==> src/rtl/uart_pkg.sv <==
// Shared definitions for the 8N1 UART: FSM state encoding, frame geometry
// and the oversampling divider calculation.
package uart_pkg;

  typedef enum logic [1:0] {
    IDLE  = 2'd0,
    START = 2'd1,
    DATA  = 2'd2,
    STOP  = 2'd3
  } uartState_e;

  localparam int OVERSAMPLE = 16;
  localparam int DATA_BITS  = 8;

  function automatic int calcRxDiv(input int clkFreq, input int baudRate);
    return clkFreq / (baudRate * OVERSAMPLE);
  endfunction

endpackage

==> src/rtl/uart_rx.sv <==
// UART receiver: 2-flop input synchronizer, 16x oversampled mid-bit sampling,
// holding register and host-side output register.
module uart_rx
  import uart_pkg::*;
(
  input  logic       clk_i,
  input  logic       reset_i,
  input  logic       tick_i,
  input  logic       enable_i,
  input  logic       rxIn_i,
  input  logic       uld_i,
  output logic [7:0] data_o,
  output logic       empty_o
);

  logic       sync1_q, sync2_q;
  uartState_e state_q, state_d;
  logic [3:0] tickCnt_q, tickCnt_d;
  logic [2:0] bitIdx_q, bitIdx_d;
  logic [7:0] shift_q, shift_d;
  logic [7:0] hold_q, hold_d;
  logic [7:0] data_q, data_d;
  logic       empty_q, empty_d;
  logic       frameDone;

  always_ff @(posedge clk_i) begin
    if (reset_i) begin
      sync1_q   <= 1'b1;
      sync2_q   <= 1'b1;
      state_q   <= IDLE;
      tickCnt_q <= '0;
      bitIdx_q  <= '0;
      shift_q   <= '0;
      hold_q    <= '0;
      data_q    <= '0;
      empty_q   <= 1'b1;
    end else begin
      sync1_q   <= rxIn_i;
      sync2_q   <= sync1_q;
      state_q   <= state_d;
      tickCnt_q <= tickCnt_d;
      bitIdx_q  <= bitIdx_d;
      shift_q   <= shift_d;
      hold_q    <= hold_d;
      data_q    <= data_d;
      empty_q   <= empty_d;
    end
  end

  // START waits half a bit to land on the mid-point; later bits sample every full bit.
  always_comb begin
    state_d   = state_q;
    tickCnt_d = tickCnt_q;
    bitIdx_d  = bitIdx_q;
    shift_d   = shift_q;
    hold_d    = hold_q;
    data_d    = data_q;
    empty_d   = empty_q;
    frameDone = 1'b0;

    if (!enable_i) begin
      state_d   = IDLE;
      tickCnt_d = '0;
    end else if (tick_i) begin
      unique case (state_q)
        IDLE: begin
          tickCnt_d = '0;
          if (!sync2_q) begin
            state_d = START;
          end
        end
        START: begin
          if (tickCnt_q == 4'(OVERSAMPLE / 2 - 1)) begin
            tickCnt_d = '0;
            bitIdx_d  = '0;
            state_d   = sync2_q ? IDLE : DATA;
          end else begin
            tickCnt_d = tickCnt_q + 4'd1;
          end
        end
        DATA: begin
          if (tickCnt_q == 4'(OVERSAMPLE - 1)) begin
            tickCnt_d = '0;
            shift_d   = {sync2_q, shift_q[7:1]};
            if (bitIdx_q == 3'(DATA_BITS - 1)) begin
              state_d = STOP;
            end else begin
              bitIdx_d = bitIdx_q + 3'd1;
            end
          end else begin
            tickCnt_d = tickCnt_q + 4'd1;
          end
        end
        STOP: begin
          if (tickCnt_q == 4'(OVERSAMPLE - 1)) begin
            tickCnt_d = '0;
            state_d   = IDLE;
            frameDone = sync2_q;
          end else begin
            tickCnt_d = tickCnt_q + 4'd1;
          end
        end
      endcase
    end

    // A completing frame takes priority over an unload in the same cycle.
    if (uld_i) begin
      data_d  = hold_q;
      empty_d = 1'b1;
    end
    if (frameDone) begin
      hold_d  = shift_q;
      empty_d = 1'b0;
    end
  end

  assign data_o  = data_q;
  assign empty_o = empty_q;

endmodule

==> src/rtl/uart_tx.sv <==
// UART transmitter: one-byte holding register and a bit-boundary aligned
// frame sequencer driving a registered serial line.
module uart_tx
  import uart_pkg::*;
(
  input  logic       clk_i,
  input  logic       reset_i,
  input  logic       tick_i,
  input  logic       ld_i,
  input  logic [7:0] data_i,
  input  logic       enable_i,
  output logic       txOut_o,
  output logic       empty_o
);

  uartState_e state_q, state_d;
  logic [3:0] tickCnt_q, tickCnt_d;
  logic [2:0] bitIdx_q, bitIdx_d;
  logic [7:0] hold_q, hold_d;
  logic       txOut_q, txOut_d;
  logic       empty_q, empty_d;
  logic       boundary;
  logic [2:0] nextIdx;

  always_ff @(posedge clk_i) begin
    if (reset_i) begin
      state_q   <= IDLE;
      tickCnt_q <= '0;
      bitIdx_q  <= '0;
      hold_q    <= '0;
      txOut_q   <= 1'b1;
      empty_q   <= 1'b1;
    end else begin
      state_q   <= state_d;
      tickCnt_q <= tickCnt_d;
      bitIdx_q  <= bitIdx_d;
      hold_q    <= hold_d;
      txOut_q   <= txOut_d;
      empty_q   <= empty_d;
    end
  end

  // The tick counter free-runs so every state change lands on a 16-tick bit boundary.
  always_comb begin
    state_d   = state_q;
    tickCnt_d = tickCnt_q;
    bitIdx_d  = bitIdx_q;
    hold_d    = hold_q;
    txOut_d   = txOut_q;
    empty_d   = empty_q;
    nextIdx   = bitIdx_q + 3'd1;
    boundary  = tick_i && (tickCnt_q == 4'(OVERSAMPLE - 1));

    if (tick_i) begin
      tickCnt_d = tickCnt_q + 4'd1;
    end

    if (ld_i && empty_q) begin
      hold_d  = data_i;
      empty_d = 1'b0;
    end

    if (boundary) begin
      unique case (state_q)
        IDLE: begin
          if (!empty_q && enable_i) begin
            state_d = START;
            txOut_d = 1'b0;
          end
        end
        START: begin
          state_d  = DATA;
          bitIdx_d = '0;
          txOut_d  = hold_q[0];
        end
        DATA: begin
          if (bitIdx_q == 3'(DATA_BITS - 1)) begin
            state_d = STOP;
            txOut_d = 1'b1;
          end else begin
            bitIdx_d = nextIdx;
            txOut_d  = hold_q[nextIdx];
          end
        end
        STOP: begin
          state_d = IDLE;
          empty_d = 1'b1;
        end
      endcase
    end
  end

  assign txOut_o = txOut_q;
  assign empty_o = empty_q;

endmodule

==> src/rtl/uart_system.sv <==
// Full-duplex 8N1 UART top: shared 16x baud tick generator feeding the
// transmitter and receiver.
module uart_system
  import uart_pkg::*;
#(
  parameter int clk_freq = 50000000,
  parameter int baud     = 115200
) (
  input  logic       clk,
  input  logic       reset,
  input  logic       ld_tx_data,
  input  logic [7:0] tx_data,
  input  logic       tx_enable,
  output logic       tx_out,
  output logic       tx_empty,
  input  logic       uld_rx_data,
  output logic [7:0] rx_data,
  input  logic       rx_enable,
  input  logic       rx_in,
  output logic       rx_empty
);

  localparam int RX_DIV = calcRxDiv(clk_freq, baud);
  localparam int CW     = (RX_DIV > 1) ? $clog2(RX_DIV) : 1;

  logic [CW-1:0] divCnt_q, divCnt_d;
  logic          rxTick;

  always_ff @(posedge clk) begin
    if (reset) begin
      divCnt_q <= '0;
    end else begin
      divCnt_q <= divCnt_d;
    end
  end

  always_comb begin
    rxTick   = (divCnt_q == CW'(RX_DIV - 1));
    divCnt_d = rxTick ? '0 : divCnt_q + 1'b1;
  end

  uart_tx u_tx (
    .clk_i    (clk),
    .reset_i  (reset),
    .tick_i   (rxTick),
    .ld_i     (ld_tx_data),
    .data_i   (tx_data),
    .enable_i (tx_enable),
    .txOut_o  (tx_out),
    .empty_o  (tx_empty)
  );

  uart_rx u_rx (
    .clk_i    (clk),
    .reset_i  (reset),
    .tick_i   (rxTick),
    .enable_i (rx_enable),
    .rxIn_i   (rx_in),
    .uld_i    (uld_rx_data),
    .data_o   (rx_data),
    .empty_o  (rx_empty)
  );

endmodule

==> config.mk <==
export PLATFORM = sky130hd
export DESIGN_NAME = uart_system
export DESIGN_NICKNAME = d
export VERILOG_FILES = /design/src/rtl/uart_pkg.sv /design/src/rtl/uart_rx.sv /design/src/rtl/uart_tx.sv /design/src/rtl/uart_system.sv
export SDC_FILE = /design/constraint.sdc
export NUM_CORES = 1
export LEC_CHECK = 0
export ABC_AREA = 1
export CORE_UTILIZATION = 56
export CTS_CLUSTER_DIAMETER = 30
export DETAILED_ROUTE_END_ITERATION = 10
export PLACE_DENSITY = 0.82
export SLEW_MARGIN = 0
export SYNTH_ARGS = -nofsm -noshare
export SYNTH_HDL_FRONTEND = slang
export SYNTH_HIERARCHICAL = 1
export SYNTH_SLANG_ARGS = --single-unit
export TNS_END_PERCENT = 100
==> constraint.sdc <==
create_clock -name clk -period 2.1 [get_ports clk]
set_input_delay 0.21 -clock clk [delete_from_list [all_inputs] [get_ports clk]]
set_output_delay 0.21 -clock clk [all_outputs]
set_load 0.1 [all_outputs]
# Word-level counts from Yosys, hierarchy flattened
# Cells that the tools add are included.
[classes]
magnitude_cmp = 1
n_addsub = 5
n_mux = 33
eq_ne = 21
bitwise_logic = 1
reduce_logical = 19
[ops]
columns = ["op", "n"]
rows = [
  ["two-way mux 2 bit", 8],
  ["one-hot mux 2 bit (4 select lines)", 2],
  ["two-way mux 1 bit", 12],
  ["two-way mux 3 bit", 4],
  ["!= test 2 x 1 -> 1 bit, second input constant", 6],
  ["one-hot mux 3 bit (2 select lines)", 2],
  ["one-hot mux 4 bit (3 select lines)", 1],
  ["AND reduction 6 bit", 2],
  ["AND reduction 3 bit", 3],
  ["adder 4 x 1 -> 4 bit, second input constant", 2],
  ["equality test 2 bit, second input constant", 4],
  ["equality test 4 bit, second input constant", 2],
  ["two-way mux 4 bit", 2],
  ["adder 3 x 1 -> 3 bit, second input constant", 2],
  ["equality test 3 bit, second input constant", 2],
  ["!= test 2 bit, second input constant", 3],
  ["nonzero test 2 bit", 3],
  ["OR reduction 2 bit", 3],
  ["adder 5 x 1 -> 5 bit, second input constant", 1],
  ["equality test 5 bit, second input constant", 1],
  ["equality test 2 x 1 -> 1 bit, second input constant", 2],
  ["equality test 4 x 3 -> 1 bit, second input constant", 1],
  ["logical NOT 2 bit", 2],
  ["less-than comparator 3 x 4 -> 1 bit, second input constant", 1],
  ["other kinds (7)", 9],
]
[word_totals]
output_inout_bits = 11
register_bits = 60
input_bits = 15

# Logic depth before layout (Yosys ltp)
# Gate-level depths: netlist of run 1.
[logic_depth]
word_depth = 6
depth_mapped = 11
mapped_depth_nobuf = 11

# Hierarchy
# Netlist of run 1, hierarchy kept.
[by_module_without_submodules]
columns = ["module", "instances", "cells_each", "area_per_inst_um2"]
rows = [
  ["uart_rx", 1, 186, 1443.9],
  ["uart_tx", 1, 130, 933.4],
  ["uart_system", 1, 31, 245.2],
]

# Worst setup path after synthesis of run 1
# OpenSTA, ideal clock, no wires.
[synth_path]
path_kind = "reg-to-reg"
start = "reg divCnt_q[0]"
end = "reg u_rx.shift_q[0]"
period_less_slack_ns = 1.880
path_slack_ns = 0.220
path_stages_with_launch = 10
arrival_time_ns = 1.749
setup_ns = 0.131
t_required_ns = 1.969
path_cell_list = "dfxtp_1 -> inv_1 -> ha_1 -> nand2_2 -> nor2_2 -> nand2_1 -> nor3_4 -> nand2_2 -> nand2_1 -> a21oi_1"
[synth_via]
elab_chain_len = 2
[synth_lines]
columns = ["element", "line_no", "text"]
rows = [
  ["from (decl)", "uart_system.sv:26", "logic [CW-1:0] divCnt_q, divCnt_d;"],
  ["from (signal assigned)", "uart_system.sv:33", "divCnt_q <= divCnt_d;"],
  ["equality test 5 bit", "uart_system.sv:38", "rxTick = (divCnt_q == CW'(RX_DIV - 1));"],
  ["net rxTick", "uart_system.sv:27", "logic rxTick;"],
  ["AND reduction 4 bit (no line)", "-", ""],
  ["to (signal assigned)", "uart_rx.sv:43", "shift_q <= shift_d;"],
  ["to (decl)", "uart_rx.sv:20", "logic [7:0] shift_q, shift_d;"],
]
# The timed path passes the listed nets, and every way through them passes these cells.
# A chain may end at the register's enable or synchronous reset.

# Worst setup path in the final report of run 1
[layout_path]
start = "reg divCnt_q[0]"
end = "reg u_tx.state_q[0]"
[layout_via]
elab_chain_len = 3
[layout_lines]
columns = ["element", "line_no", "text"]
rows = [
  ["equality test 5 bit", "uart_system.sv:38", ""],
  ["net rxTick", "uart_system.sv:27", ""],
  ["logical AND 1 bit", "uart_tx.sv:52", "boundary = tick_i && (tickCnt_q == 4'(OVERSAMPLE - 1));"],
  ["AND reduction 3 bit (no line)", "-", ""],
  ["to (signal assigned)", "uart_tx.sv:34", "state_q <= state_d;"],
  ["to (decl)", "uart_tx.sv:16", "uartState_e state_q, state_d;"],
]
# The timed path passes the listed nets, and every way through them passes these cells.

==> results of run 1 <==
## path summary, 6_finish.rpt
check                                       end  slack [ns]  depth (start not counted)
worst max-delay path            u_tx/state_q[0]        0.27                         11
worst min-delay path               u_rx/sync2_q        0.42                          1
worst max register to register  u_tx/state_q[0]        0.27                         11
worst min register to register     u_rx/sync2_q        0.42                          1
## per-stage QoR
step	setup slack (ns)	utilization, %	hold slack [ns]	cells	cell area, sq um
4_1_cts	0.270	69.7	0.416	437	3080
6_report	0.273	69.7	0.423	437	3080
5_1_grt	0.132	69.7	0.426	437	3080
3_5_place_dp	0.299	65.8	0.412	421	2900
2_1_floorplan	0.220	-	0.279	347	2620
3_3_place_gp	0.376	65.8	0.390	421	2900
## power by group
part	switching, mW	internal (mW)
registers	0.0187	1.17
logic	0.124	0.0631
clock network	0.476	0.430
## area by class of cell
type	instances	area, sq um
clock buffer	9	124
clock inverter	7	51.3
fill	377	1340
inverter	41	154
multi-input combinational	240	1240
sequential	60	1200
tap	52	65.1
timing repair buffer	28	245
## logic make-up after synthesis
| family | Yosys count | share of synthesized area, % |
|---|---|---|
| adder cells (fa/ha/maj) | 13 | 6.20 |
| AND/OR/NAND/NOR | 152 | 26.1 |
| AO/OA/AOI/OAI | 73 | 14.3 |
| buffers and inverters | 47 | 7.01 |
| XOR/XNOR | 2 | 0.668 |
| flip-flops | 60 | 45.8 |
## cells in the final DEF, fill, tap and decap left out
cell                              instances
sky130_fd_sc_hd__nand4_1                  3
sky130_fd_sc_hd__clkinvlp_4               2
sky130_fd_sc_hd__clkinv_4                 2
sky130_fd_sc_hd__nor3_4                   1
sky130_fd_sc_hd__nor3b_1                  1
sky130_fd_sc_hd__o21bai_2                 1
sky130_fd_sc_hd__inv_6                    1
sky130_fd_sc_hd__a211oi_1                 1
sky130_fd_sc_hd__xor2_1                   1
sky130_fd_sc_hd__inv_1                   39
sky130_fd_sc_hd__nand3_4                  1
sky130_fd_sc_hd__clkinv_2                 2
sky130_fd_sc_hd__nand3_1                 25
sky130_fd_sc_hd__clkbuf_8                 9
sky130_fd_sc_hd__ha_1                    13
sky130_fd_sc_hd__nand3_2                  2
sky130_fd_sc_hd__nor2_1                  46
sky130_fd_sc_hd__inv_2                    2
sky130_fd_sc_hd__and2_4                   1
sky130_fd_sc_hd__a21oi_1                 39
sky130_fd_sc_hd__nand2_2                  4
sky130_fd_sc_hd__or2_2                    2
sky130_fd_sc_hd__nor3_1                   3
sky130_fd_sc_hd__o21ai_0                 32
sky130_fd_sc_hd__buf_4                   14
sky130_fd_sc_hd__nor2_2                   3
sky130_fd_sc_hd__nand2_1                 60
sky130_fd_sc_hd__xnor2_1                  1
sky130_fd_sc_hd__dfxtp_1                 60
sky130_fd_sc_hd__clkdlybuf4s50_1         14
## worst max-delay path: cells and delay by family (launching register included)
kind | cells | cell delay, ns
simple gates | 8 | 0.95
flops | 1 | 0.35
buf+inv | 2 | 0.26
fa+ha+maj | 1 | 0.15
## registers in the layout, indices dropped and copies added (netlist names), named ones only
signal	count
divCnt_q	5
u_rx/bitIdx_q	3
u_rx/data_o	8
u_rx/empty_o	1
u_rx/hold_q	8
u_rx/shift_q	8
u_rx/state_q	1
u_rx/sync1_q	1
u_rx/sync2_q	1
u_rx/tickCnt_q	4
u_tx/bitIdx_q	3
u_tx/empty_o	1
u_tx/hold_q	8
u_tx/state_q	2
u_tx/tickCnt_q	4
u_tx/txOut_o	1
## per-layer routing
layer / vias to the layer above / track usage, % / part of all wire (%)
li1: 1197 / - / -
met1: 991 / 25.8 / 48
met2: 38 / 35.3 / 47
met3: 5 / 7.79 / 4.1
met4: 0 / 8.00 / 0.90
met5: - / 0 / 0
==> flow_results.xml, run 1 <==
<?xml version="1.0" encoding="UTF-8"?>
<metrics>
  <group name="clocking">
    <metric name="cts_buffer_depth" unit="">2</metric>
    <metric name="cts.repair.resized" unit="">0</metric>
    <metric name="worst_setup_hold_path_clk_slew" unit="ns">0.07</metric>
    <metric name="cts_tree" unit="">yes</metric>
    <metric name="cts_made_buffers" unit="">9</metric>
    <metric name="worstSkewPairLatency" unit="ns">0.34</metric>
    <metric name="cts.sinks" unit="">60</metric>
    <metric name="cts_max_level" unit="">3</metric>
    <metric name="clk_root_buffer_cell" unit="">sky130_fd_sc_hd__clkbuf_8</metric>
    <metric name="holdBufCountCts" unit="">0</metric>
    <metric name="post_cts.repair.setup_buffers" unit="">0</metric>
  </group>
  <group name="route">
    <metric name="remaining_drc_errors" unit="">0</metric>
    <metric name="routed_wire_length_per_instance" unit="microns">11.2</metric>
    <metric name="drt_pass1_iterations" unit="">4</metric>
    <metric name="drt_first_iter_violations" unit="">121</metric>
    <metric name="ant_nets" unit="">0</metric>
    <metric name="dr_total_vias" unit="">2231</metric>
    <metric name="wl" unit="microns">4890</metric>
    <metric name="route.detailed.vias_per_inst" unit="">5.11</metric>
  </group>
  <group name="sta">
    <metric name="grt_setup_unrepaired" unit="">no</metric>
    <metric name="max_clock_freq" unit="GHz">0.547</metric>
    <metric name="pin_slew_with_the_least_headroom_to_its_limit" unit="ns">0.439</metric>
    <metric name="timing.clock.skew" unit="ns">0.00957</metric>
    <metric name="max-slew-margin-rel" unit="%">70.6</metric>
    <metric name="setup-tns-final" unit="ns">0</metric>
    <metric name="final_hold_vios" unit="">0</metric>
    <metric name="timing.final.crit_period" unit="ns">1.83</metric>
    <metric name="timing_max_transition_violations_final" unit="">0</metric>
    <metric name="finalSetupViolations" unit="">0</metric>
    <metric name="tcrit_tclk_final" unit="%">87.0</metric>
  </group>
  <group name="placement">
    <metric name="detailed_place_hpwl" unit="microns">3400</metric>
    <metric name="gp_congestion" unit="">0.782</metric>
    <metric name="port_buffers" unit="">25</metric>
  </group>
  <group name="outcome">
    <metric name="run_status" unit="">complete, no violations</metric>
  </group>
  <group name="floorplanning">
    <metric name="core" unit="sq um">4410</metric>
    <metric name="chipHeight" unit="microns">70.4</metric>
    <metric name="chipWidth" unit="microns">70.4</metric>
    <metric name="design.die.area" unit="sq um">4960</metric>
    <metric name="initial_utilization" unit="%">59.4</metric>
    <metric name="std_cell_rows" unit="">24</metric>
    <metric name="ioPinCount" unit="">26</metric>
  </group>
  <group name="synth">
    <metric name="synth_seq_cells" unit="">60</metric>
    <metric name="synth_area_per_cell" unit="sq um">7.56</metric>
    <metric name="yosysSeqAreaShare" unit="%">45.8</metric>
    <metric name="synth_edf_count" unit="">0</metric>
    <metric name="yosysUniqueCellTypes" unit="">26</metric>
    <metric name="synth_warn" unit="">6</metric>
    <metric name="synthCells" unit="">347</metric>
    <metric name="yosys.area.top_type_share" unit="%">45.8</metric>
    <metric name="postSynthNetCount" unit="">375</metric>
    <metric name="synth.cell_area" unit="sq um">2620</metric>
    <metric name="ys.flop_type" unit="">sky130_fd_sc_hd__dfxtp_1</metric>
    <metric name="post_synth_most_frequent_cells" unit="">sky130_fd_sc_hd__dfxtp_1 (60), sky130_fd_sc_hd__nand2_1 (60), sky130_fd_sc_hd__nor2_1 (46)</metric>
    <metric name="synth.area.top_cells" unit="">sky130_fd_sc_hd__dfxtp_1 (46%), sky130_fd_sc_hd__nand2_1 (8.6%), sky130_fd_sc_hd__a21oi_1 (7.4%)</metric>
    <metric name="postSynth.asyncResetShare" unit="%">0</metric>
    <metric name="netlist.top_cell.by_area" unit="">sky130_fd_sc_hd__dfxtp_1</metric>
  </group>
  <group name="global_route">
    <metric name="grt_max_degree" unit="">22</metric>
    <metric name="grt_antenna_before_repair" unit="">0</metric>
    <metric name="global_route_wire_length_before_repair" unit="microns">8450</metric>
    <metric name="global_route_total_usage_across_every_layer" unit="%">21.6</metric>
    <metric name="globalRoute.totalOverflow" unit="">0</metric>
    <metric name="first_global_vias" unit="">1995</metric>
  </group>
  <group name="hold_path">
    <metric name="hold_path.class" unit="">flop to flop</metric>
    <metric name="holdCritStartpoint" unit="">u_rx/sync1_q</metric>
  </group>
  <group name="critical_path">
    <metric name="path_cells" unit="">inv_1 -&gt; ha_1 -&gt; nand2_2 -&gt; nor2_2 -&gt; buf_4 -&gt; nand3_2 -&gt; nor2_2 -&gt; and2_4 -&gt; nand2_2 -&gt; nor3_1 -&gt; nor2_1</metric>
    <metric name="crit_fanout" unit="">11</metric>
    <metric name="critical_path.startpoint" unit="">divCnt_q[0]</metric>
    <metric name="crit_path_start_kind" unit="">flop</metric>
    <metric name="cp.required" unit="ns">2.34</metric>
    <metric name="timing.critical_path.slowest_stage_cell" unit="">sky130_fd_sc_hd__dfxtp_1</metric>
    <metric name="critPathCaptureType" unit="">flop</metric>
    <metric name="crit-reg2reg-launch" unit="">divCnt_q[0]</metric>
    <metric name="crit_type" unit="">flop to flop</metric>
    <metric name="cp_slowest_stage_delay" unit="ns">0.35</metric>
    <metric name="worstPathArrival" unit="ns">2.06</metric>
  </group>
  <group name="final_layout">
    <metric name="n_antenna_cell" unit="">0</metric>
    <metric name="drive_gt1_share" unit="%">12.2</metric>
    <metric name="net_count_reported_at_finish" unit="">408</metric>
    <metric name="synthToLayoutAreaGrowth" unit="%">17.4</metric>
  </group>
  <group name="power">
    <metric name="vdd_ir_drop_max" unit="V">0.000497</metric>
    <metric name="power_density" unit="nW/um^2">740</metric>
    <metric name="static-leakage-power" unit="nW">1.25</metric>
    <metric name="power" unit="mW">2.28</metric>
  </group>
  <group name="run">
    <metric name="drv_cap" unit="">0</metric>
  </group>
</metrics>
(Power assumes the default switching activity.)
==> run 2, diff against run 1 <==
--- a/config.mk
+++ b/config.mk
@@ -10,7 +10,7 @@
 export CTS_CLUSTER_DIAMETER = 30
 export DETAILED_ROUTE_END_ITERATION = 10
 export PLACE_DENSITY = 0.82
-export SLEW_MARGIN = 0
+export RECOVER_POWER = 25
 export SYNTH_ARGS = -nofsm -noshare
 export SYNTH_HDL_FRONTEND = slang
 export SYNTH_HIERARCHICAL = 1
==> flow_results.xml, run 2 (same netlist as run 1, synthesis figures left out) <==
<?xml version="1.0" encoding="UTF-8"?>
<metrics>
  <group name="global_route">
    <metric name="global_route_total_usage_across_every_layer" unit="%">21.6</metric>
    <metric name="grt_max_degree" unit="">22</metric>
    <metric name="grt_antenna_before_repair" unit="">0</metric>
    <metric name="global_route_wire_length_before_repair" unit="microns">8450</metric>
    <metric name="globalRoute.totalOverflow" unit="">0</metric>
    <metric name="first_global_vias" unit="">1995</metric>
  </group>
  <group name="clocking">
    <metric name="clk_root_buffer_cell" unit="">sky130_fd_sc_hd__clkbuf_8</metric>
    <metric name="holdBufCountCts" unit="">0</metric>
    <metric name="worstSkewPairLatency" unit="ns">0.34</metric>
    <metric name="cts_made_buffers" unit="">9</metric>
    <metric name="cts_max_level" unit="">3</metric>
    <metric name="cts_tree" unit="">yes</metric>
    <metric name="cts.repair.resized" unit="">0</metric>
    <metric name="worst_setup_hold_path_clk_slew" unit="ns">0.07</metric>
    <metric name="cts_buffer_depth" unit="">2</metric>
    <metric name="post_cts.repair.setup_buffers" unit="">0</metric>
    <metric name="cts.sinks" unit="">60</metric>
  </group>
  <group name="sta">
    <metric name="timing.final.crit_period" unit="ns">1.83</metric>
    <metric name="layout_setup_ws" unit="ns">0.268</metric>
    <metric name="pin_slew_with_the_least_headroom_to_its_limit" unit="ns">1.16</metric>
    <metric name="tcrit_tclk_final" unit="%">87.2</metric>
    <metric name="finalSetupViolations" unit="">0</metric>
    <metric name="setup-tns-final" unit="ns">0</metric>
    <metric name="timing_max_transition_violations_final" unit="">0</metric>
    <metric name="timing.clock.skew" unit="ns">0.00857</metric>
    <metric name="max-slew-margin-rel" unit="%">22.7</metric>
    <metric name="grt_setup_unrepaired" unit="">no</metric>
    <metric name="max_clock_freq" unit="GHz">0.546</metric>
    <metric name="final_hold_vios" unit="">0</metric>
  </group>
  <group name="critical_path">
    <metric name="r2r-end" unit="">u_rx/shift_q[3]</metric>
    <metric name="cp_slowest_stage_delay" unit="ns">0.42</metric>
    <metric name="crit-reg2reg-launch" unit="">divCnt_q[0]</metric>
    <metric name="critical-path-top-cell-by-count" unit="">sky130_fd_sc_hd__nand2_1</metric>
    <metric name="timing.critical_path.buf_inv" unit="">1</metric>
    <metric name="path_cells" unit="">inv_1 -&gt; ha_1 -&gt; nand2_1 -&gt; nor2_2 -&gt; nand2_1 -&gt; nor3_4 -&gt; nand2_2 -&gt; nand2_1 -&gt; a21oi_1</metric>
    <metric name="timing.reg2reg.worst_path_depth" unit="">9</metric>
    <metric name="crit_type" unit="">flop to flop</metric>
    <metric name="worstPathArrival" unit="ns">2.04</metric>
    <metric name="crit_path_start_kind" unit="">flop</metric>
    <metric name="timing.critical_path.slowest_stage_cell" unit="">sky130_fd_sc_hd__nor3_4</metric>
    <metric name="critPathCaptureType" unit="">flop</metric>
    <metric name="crit_fanout" unit="">10</metric>
    <metric name="critPathTopFamily" unit="">simple AND/OR/NAND/NOR gates</metric>
    <metric name="cp.required" unit="ns">2.31</metric>
    <metric name="r2r_setup_slack" unit="ns">0.27</metric>
  </group>
  <group name="placement">
    <metric name="detailed_place_hpwl" unit="microns">3400</metric>
    <metric name="gp_congestion" unit="">0.782</metric>
    <metric name="dpl_worst_slack" unit="ns">0.299</metric>
    <metric name="dpl_cell_area" unit="sq um">2900</metric>
    <metric name="port_buffers" unit="">25</metric>
  </group>
  <group name="route">
    <metric name="wl" unit="microns">4900</metric>
    <metric name="remaining_drc_errors" unit="">0</metric>
    <metric name="routed_wire_length_per_instance" unit="microns">11.2</metric>
    <metric name="route.detailed.vias_per_inst" unit="">5.12</metric>
    <metric name="drt_first_iter_violations" unit="">101</metric>
    <metric name="drt_pass1_iterations" unit="">4</metric>
    <metric name="ant_nets" unit="">0</metric>
    <metric name="dr_total_vias" unit="">2238</metric>
  </group>
  <group name="floorplanning">
    <metric name="initial_utilization" unit="%">59.4</metric>
    <metric name="chipWidth" unit="microns">70.4</metric>
    <metric name="core" unit="sq um">4410</metric>
    <metric name="design.die.area" unit="sq um">4960</metric>
    <metric name="ioPinCount" unit="">26</metric>
    <metric name="chipHeight" unit="microns">70.4</metric>
    <metric name="std_cell_rows" unit="">24</metric>
  </group>
  <group name="final_layout">
    <metric name="most-common-layout-cells" unit="">sky130_fd_sc_hd__nand2_1 (61), sky130_fd_sc_hd__dfxtp_1 (60), sky130_fd_sc_hd__nor2_1 (46), sky130_fd_sc_hd__inv_1 (39), sky130_fd_sc_hd__a21oi_1 (39)</metric>
    <metric name="net_count_reported_at_finish" unit="">408</metric>
    <metric name="synthToLayoutAreaGrowth" unit="%">16.0</metric>
    <metric name="final_common_cell" unit="">sky130_fd_sc_hd__nand2_1</metric>
    <metric name="drive_gt1_share" unit="%">9.61</metric>
    <metric name="n_antenna_cell" unit="">0</metric>
    <metric name="final_area" unit="sq um">3040</metric>
    <metric name="fin_util" unit="%">68.9</metric>
  </group>
  <group name="outcome">
    <metric name="run_status" unit="">complete, no violations</metric>
  </group>
  <group name="hold_path">
    <metric name="holdCritStartpoint" unit="">u_rx/sync1_q</metric>
    <metric name="hold_path.class" unit="">flop to flop</metric>
    <metric name="min_path_cells" unit="">1</metric>
    <metric name="hold_end" unit="">u_rx/sync2_q</metric>
  </group>
  <group name="power">
    <metric name="power_density" unit="nW/um^2">747</metric>
    <metric name="vdd_ir_drop_max" unit="V">0.000497</metric>
    <metric name="power" unit="mW">2.27</metric>
    <metric name="static-leakage-power" unit="nW">1.22</metric>
  </group>
  <group name="run">
    <metric name="drv_cap" unit="">0</metric>
  </group>
</metrics>
## run 2: layout make-up
class,instances,area (sq um)
Sequential cell,60,1200
Multi-Input combinational cell,240,1230
Tap cell,52,65.1
Inverter,41,154
Timing Repair Buffer,28,215
Fill cell,393,1370
Clock buffer,9,124
Clock inverter,7,51.3
## run 2: per-layer routing
| layer | part of all wire [%] | GRT usage [%] |
|---|---|---|
| met1 | 47 | 25.8 |
| met2 | 46 | 35.3 |
| met3 | 4.9 | 7.79 |
| met4 | 1.8 | 8.00 |
| met5 | 0 | 0 |
## run 2: power breakdown
| part | internal (mW) | switching [mW] |
|---|---|---|
| registers | 1.17 | 0.0185 |
| logic | 0.0564 | 0.123 |
| clock network | 0.430 | 0.478 |
| total | 1.65 | 0.620 |
## run 2: worst max-delay path by stage
stage | slack (ns) | cells past startpoint | to | start
finish | 0.27 | 9 | u_rx/shift_q[3] | divCnt_q[0]
global placement | 0.38 | 9 | u_rx/shift_q[4] | divCnt_q[0]
floorplan | 0.22 | 9 | u_rx/shift_q[0] | divCnt_q[0]
global route | 0.1 | 9 | u_rx/shift_q[3] | divCnt_q[0]
detailed placement | 0.30 | 11 | u_tx/state_q[1] | divCnt_q[0]
CTS | 0.27 | 11 | u_tx/state_q[1] | divCnt_q[0]
## run 2: per-stage QoR
step | hold slack [ns] | std cells
final | 0.424 | 437
after global routing | 0.426 | 437
after CTS | 0.416 | 437
after detailed placement | 0.412 | 421
after global placement | 0.390 | 421
after floorplan | 0.279 | 347
==> run 3, diff against run 2 <==
--- a/config.mk
+++ b/config.mk
@@ -6,10 +6,11 @@
 export NUM_CORES = 1
 export LEC_CHECK = 0
 export ABC_AREA = 1
-export CORE_UTILIZATION = 56
+export CORE_MARGIN = 2
+export CORE_UTILIZATION = 40
 export CTS_CLUSTER_DIAMETER = 30
 export DETAILED_ROUTE_END_ITERATION = 10
-export PLACE_DENSITY = 0.82
+export PLACE_DENSITY = 0.62
 export RECOVER_POWER = 25
 export SYNTH_ARGS = -nofsm -noshare
 export SYNTH_HDL_FRONTEND = slang
==> flow_results.xml, run 3 (same netlist as run 1, synthesis figures left out) <==
<?xml version="1.0" encoding="UTF-8"?>
<metrics>
  <group name="outcome">
    <metric name="run_status" unit="">complete, no violations</metric>
  </group>
  <group name="route">
    <metric name="ant_nets" unit="">0</metric>
    <metric name="remaining_drc_errors" unit="">0</metric>
    <metric name="route.detailed.vias_per_inst" unit="">4.80</metric>
    <metric name="dr_total_vias" unit="">2218</metric>
    <metric name="routed_wire_length_per_instance" unit="microns">10.2</metric>
    <metric name="drt_pass1_iterations" unit="">4</metric>
    <metric name="wl" unit="microns">4700</metric>
    <metric name="drt_first_iter_violations" unit="">157</metric>
  </group>
  <group name="floorplanning">
    <metric name="design.die.area" unit="sq um">7220</metric>
    <metric name="chipWidth" unit="microns">85.0</metric>
    <metric name="chipHeight" unit="microns">85.0</metric>
    <metric name="std_cell_rows" unit="">29</metric>
    <metric name="ioPinCount" unit="">26</metric>
    <metric name="core" unit="sq um">6350</metric>
    <metric name="initial_utilization" unit="%">41.3</metric>
  </group>
  <group name="sta">
    <metric name="final_hold_vios" unit="">0</metric>
    <metric name="max_clock_freq" unit="GHz">0.564</metric>
    <metric name="timing.clock.skew" unit="ns">0.00624</metric>
    <metric name="pin_slew_with_the_least_headroom_to_its_limit" unit="ns">0.675</metric>
    <metric name="max-slew-margin-rel" unit="%">55.0</metric>
    <metric name="timing.hold.ws" unit="ns">0.417</metric>
    <metric name="grt_setup_unrepaired" unit="">no</metric>
    <metric name="tcrit_tclk_final" unit="%">84.5</metric>
    <metric name="setup-tns-final" unit="ns">0</metric>
    <metric name="timing.final.crit_period" unit="ns">1.77</metric>
    <metric name="finalSetupViolations" unit="">0</metric>
    <metric name="timing_max_transition_violations_final" unit="">0</metric>
  </group>
  <group name="final_layout">
    <metric name="synthToLayoutAreaGrowth" unit="%">20.5</metric>
    <metric name="fin_util" unit="%">49.8</metric>
    <metric name="n_antenna_cell" unit="">0</metric>
    <metric name="net_count_reported_at_finish" unit="">408</metric>
    <metric name="drive_gt1_share" unit="%">11.4</metric>
    <metric name="final_common_cell" unit="">sky130_fd_sc_hd__nand2_1</metric>
    <metric name="most-common-layout-cells" unit="">sky130_fd_sc_hd__nand2_1 (61), sky130_fd_sc_hd__dfxtp_1 (60), sky130_fd_sc_hd__nor2_1 (46), sky130_fd_sc_hd__inv_1 (39), sky130_fd_sc_hd__a21oi_1 (39)</metric>
  </group>
  <group name="global_route">
    <metric name="grt_max_degree" unit="">21</metric>
    <metric name="globalRoute.totalOverflow" unit="">0</metric>
    <metric name="first_global_vias" unit="">1980</metric>
    <metric name="global_route_total_usage_across_every_layer" unit="%">14.4</metric>
    <metric name="global_route_wire_length_before_repair" unit="microns">8390</metric>
    <metric name="grt_antenna_before_repair" unit="">0</metric>
  </group>
  <group name="clocking">
    <metric name="cts_tree" unit="">yes</metric>
    <metric name="worst_setup_hold_path_clk_slew" unit="ns">0.06</metric>
    <metric name="cts_made_buffers" unit="">9</metric>
    <metric name="worstSkewPairLatency" unit="ns">0.34</metric>
    <metric name="holdBufCountCts" unit="">0</metric>
    <metric name="cts.sinks" unit="">60</metric>
    <metric name="post_cts.repair.setup_buffers" unit="">0</metric>
    <metric name="clk_root_buffer_cell" unit="">sky130_fd_sc_hd__clkbuf_8</metric>
    <metric name="cts.repair.resized" unit="">0</metric>
    <metric name="cts_buffer_depth" unit="">2</metric>
    <metric name="cts_max_level" unit="">3</metric>
  </group>
  <group name="placement">
    <metric name="gp_congestion" unit="">0.792</metric>
    <metric name="port_buffers" unit="">25</metric>
    <metric name="detailed_place_hpwl" unit="microns">3380</metric>
  </group>
  <group name="critical_path">
    <metric name="worstPathArrival" unit="ns">2.00</metric>
    <metric name="critPathCaptureType" unit="">flop</metric>
    <metric name="cp.required" unit="ns">2.33</metric>
    <metric name="crit_fanout" unit="">10</metric>
    <metric name="crit_type" unit="">flop to flop</metric>
    <metric name="crit_path_start_kind" unit="">flop</metric>
  </group>
  <group name="hold_path">
    <metric name="hold_path.class" unit="">flop to flop</metric>
  </group>
  <group name="power">
    <metric name="power_density" unit="nW/um^2">813</metric>
    <metric name="vdd_ir_drop_max" unit="V">0.000399</metric>
    <metric name="static-leakage-power" unit="nW">1.28</metric>
  </group>
  <group name="run">
    <metric name="drv_cap" unit="">0</metric>
  </group>
</metrics>
## run 3: changes by cell type in the layout (fill, tap and decap cells not counted)
cell	change
sky130_fd_sc_hd__clkinvlp_4	-2
sky130_fd_sc_hd__clkbuf_1	-7
sky130_fd_sc_hd__bufinv_16	+2
sky130_fd_sc_hd__inv_6	-1
sky130_fd_sc_hd__clkinv_4	-2
sky130_fd_sc_hd__clkbuf_8	+3
sky130_fd_sc_hd__buf_4	+7
## run 3: critical path, cell delays in order (launching register included)
cell and delay [ns]:
sky130_fd_sc_hd__dfxtp_1 0.34, sky130_fd_sc_hd__inv_1 0.07, sky130_fd_sc_hd__ha_1 0.14, sky130_fd_sc_hd__nand2_1 0.07, sky130_fd_sc_hd__nor2_2 0.14, sky130_fd_sc_hd__nand2_1 0.12
sky130_fd_sc_hd__nor3_4 0.42, sky130_fd_sc_hd__nand2_2 0.20, sky130_fd_sc_hd__nand2_1 0.10, sky130_fd_sc_hd__a21oi_1 0.06
## run 3: layer usage
layer | global-route usage (%) | vias to the layer above | wire length [microns]
met5 | 0 | - | 0
met4 | 9.52 | 0 | 118
met3 | 3.60 | 11 | 173
met2 | 21.3 | 35 | 2070
met1 | 18.4 | 976 | 2340
li1 | - | 1196 | -
## run 3: cell type report
class | count | area, sq um
Inverter | 41 | 154
Sequential cell | 60 | 1200
Clock inverter | 4 | 70.1
Tap cell | 77 | 96.3
Timing Repair Buffer | 28 | 241
Clock buffer | 12 | 165
Multi-Input combinational cell | 240 | 1230
Fill cell | 641 | 3190
## run 3: path summary, 6_finish.rpt
kind                startpoint               to  slack, ns  depth (start not counted)
hold reg to reg   u_rx/sync1_q     u_rx/sync2_q       0.42                          1
setup / recovery   divCnt_q[0]  u_rx/shift_q[4]       0.33                          9
hold / removal    u_rx/sync1_q     u_rx/sync2_q       0.42                          1
setup reg to reg   divCnt_q[0]  u_rx/shift_q[4]       0.33                          9
## run 3: metrics by stage
stage	total power [mW]	setup WS, ns	std cells	cell area [sq um]
final	2.57	0.326	462	3160
after global routing	2.68	0.0626	462	3160
after CTS	2.61	0.289	462	3170
after detailed placement	1.40	0.295	446	2930
after global placement	1.39	0.347	446	2930
after floorplan	1.34	0.220	347	2620
## run 3: power by group
| group | internal [mW] | switching [mW] |
|---|---|---|
| logic | 0.0613 | 0.122 |
| registers | 1.17 | 0.0184 |
| clock network | 0.761 | 0.439 |
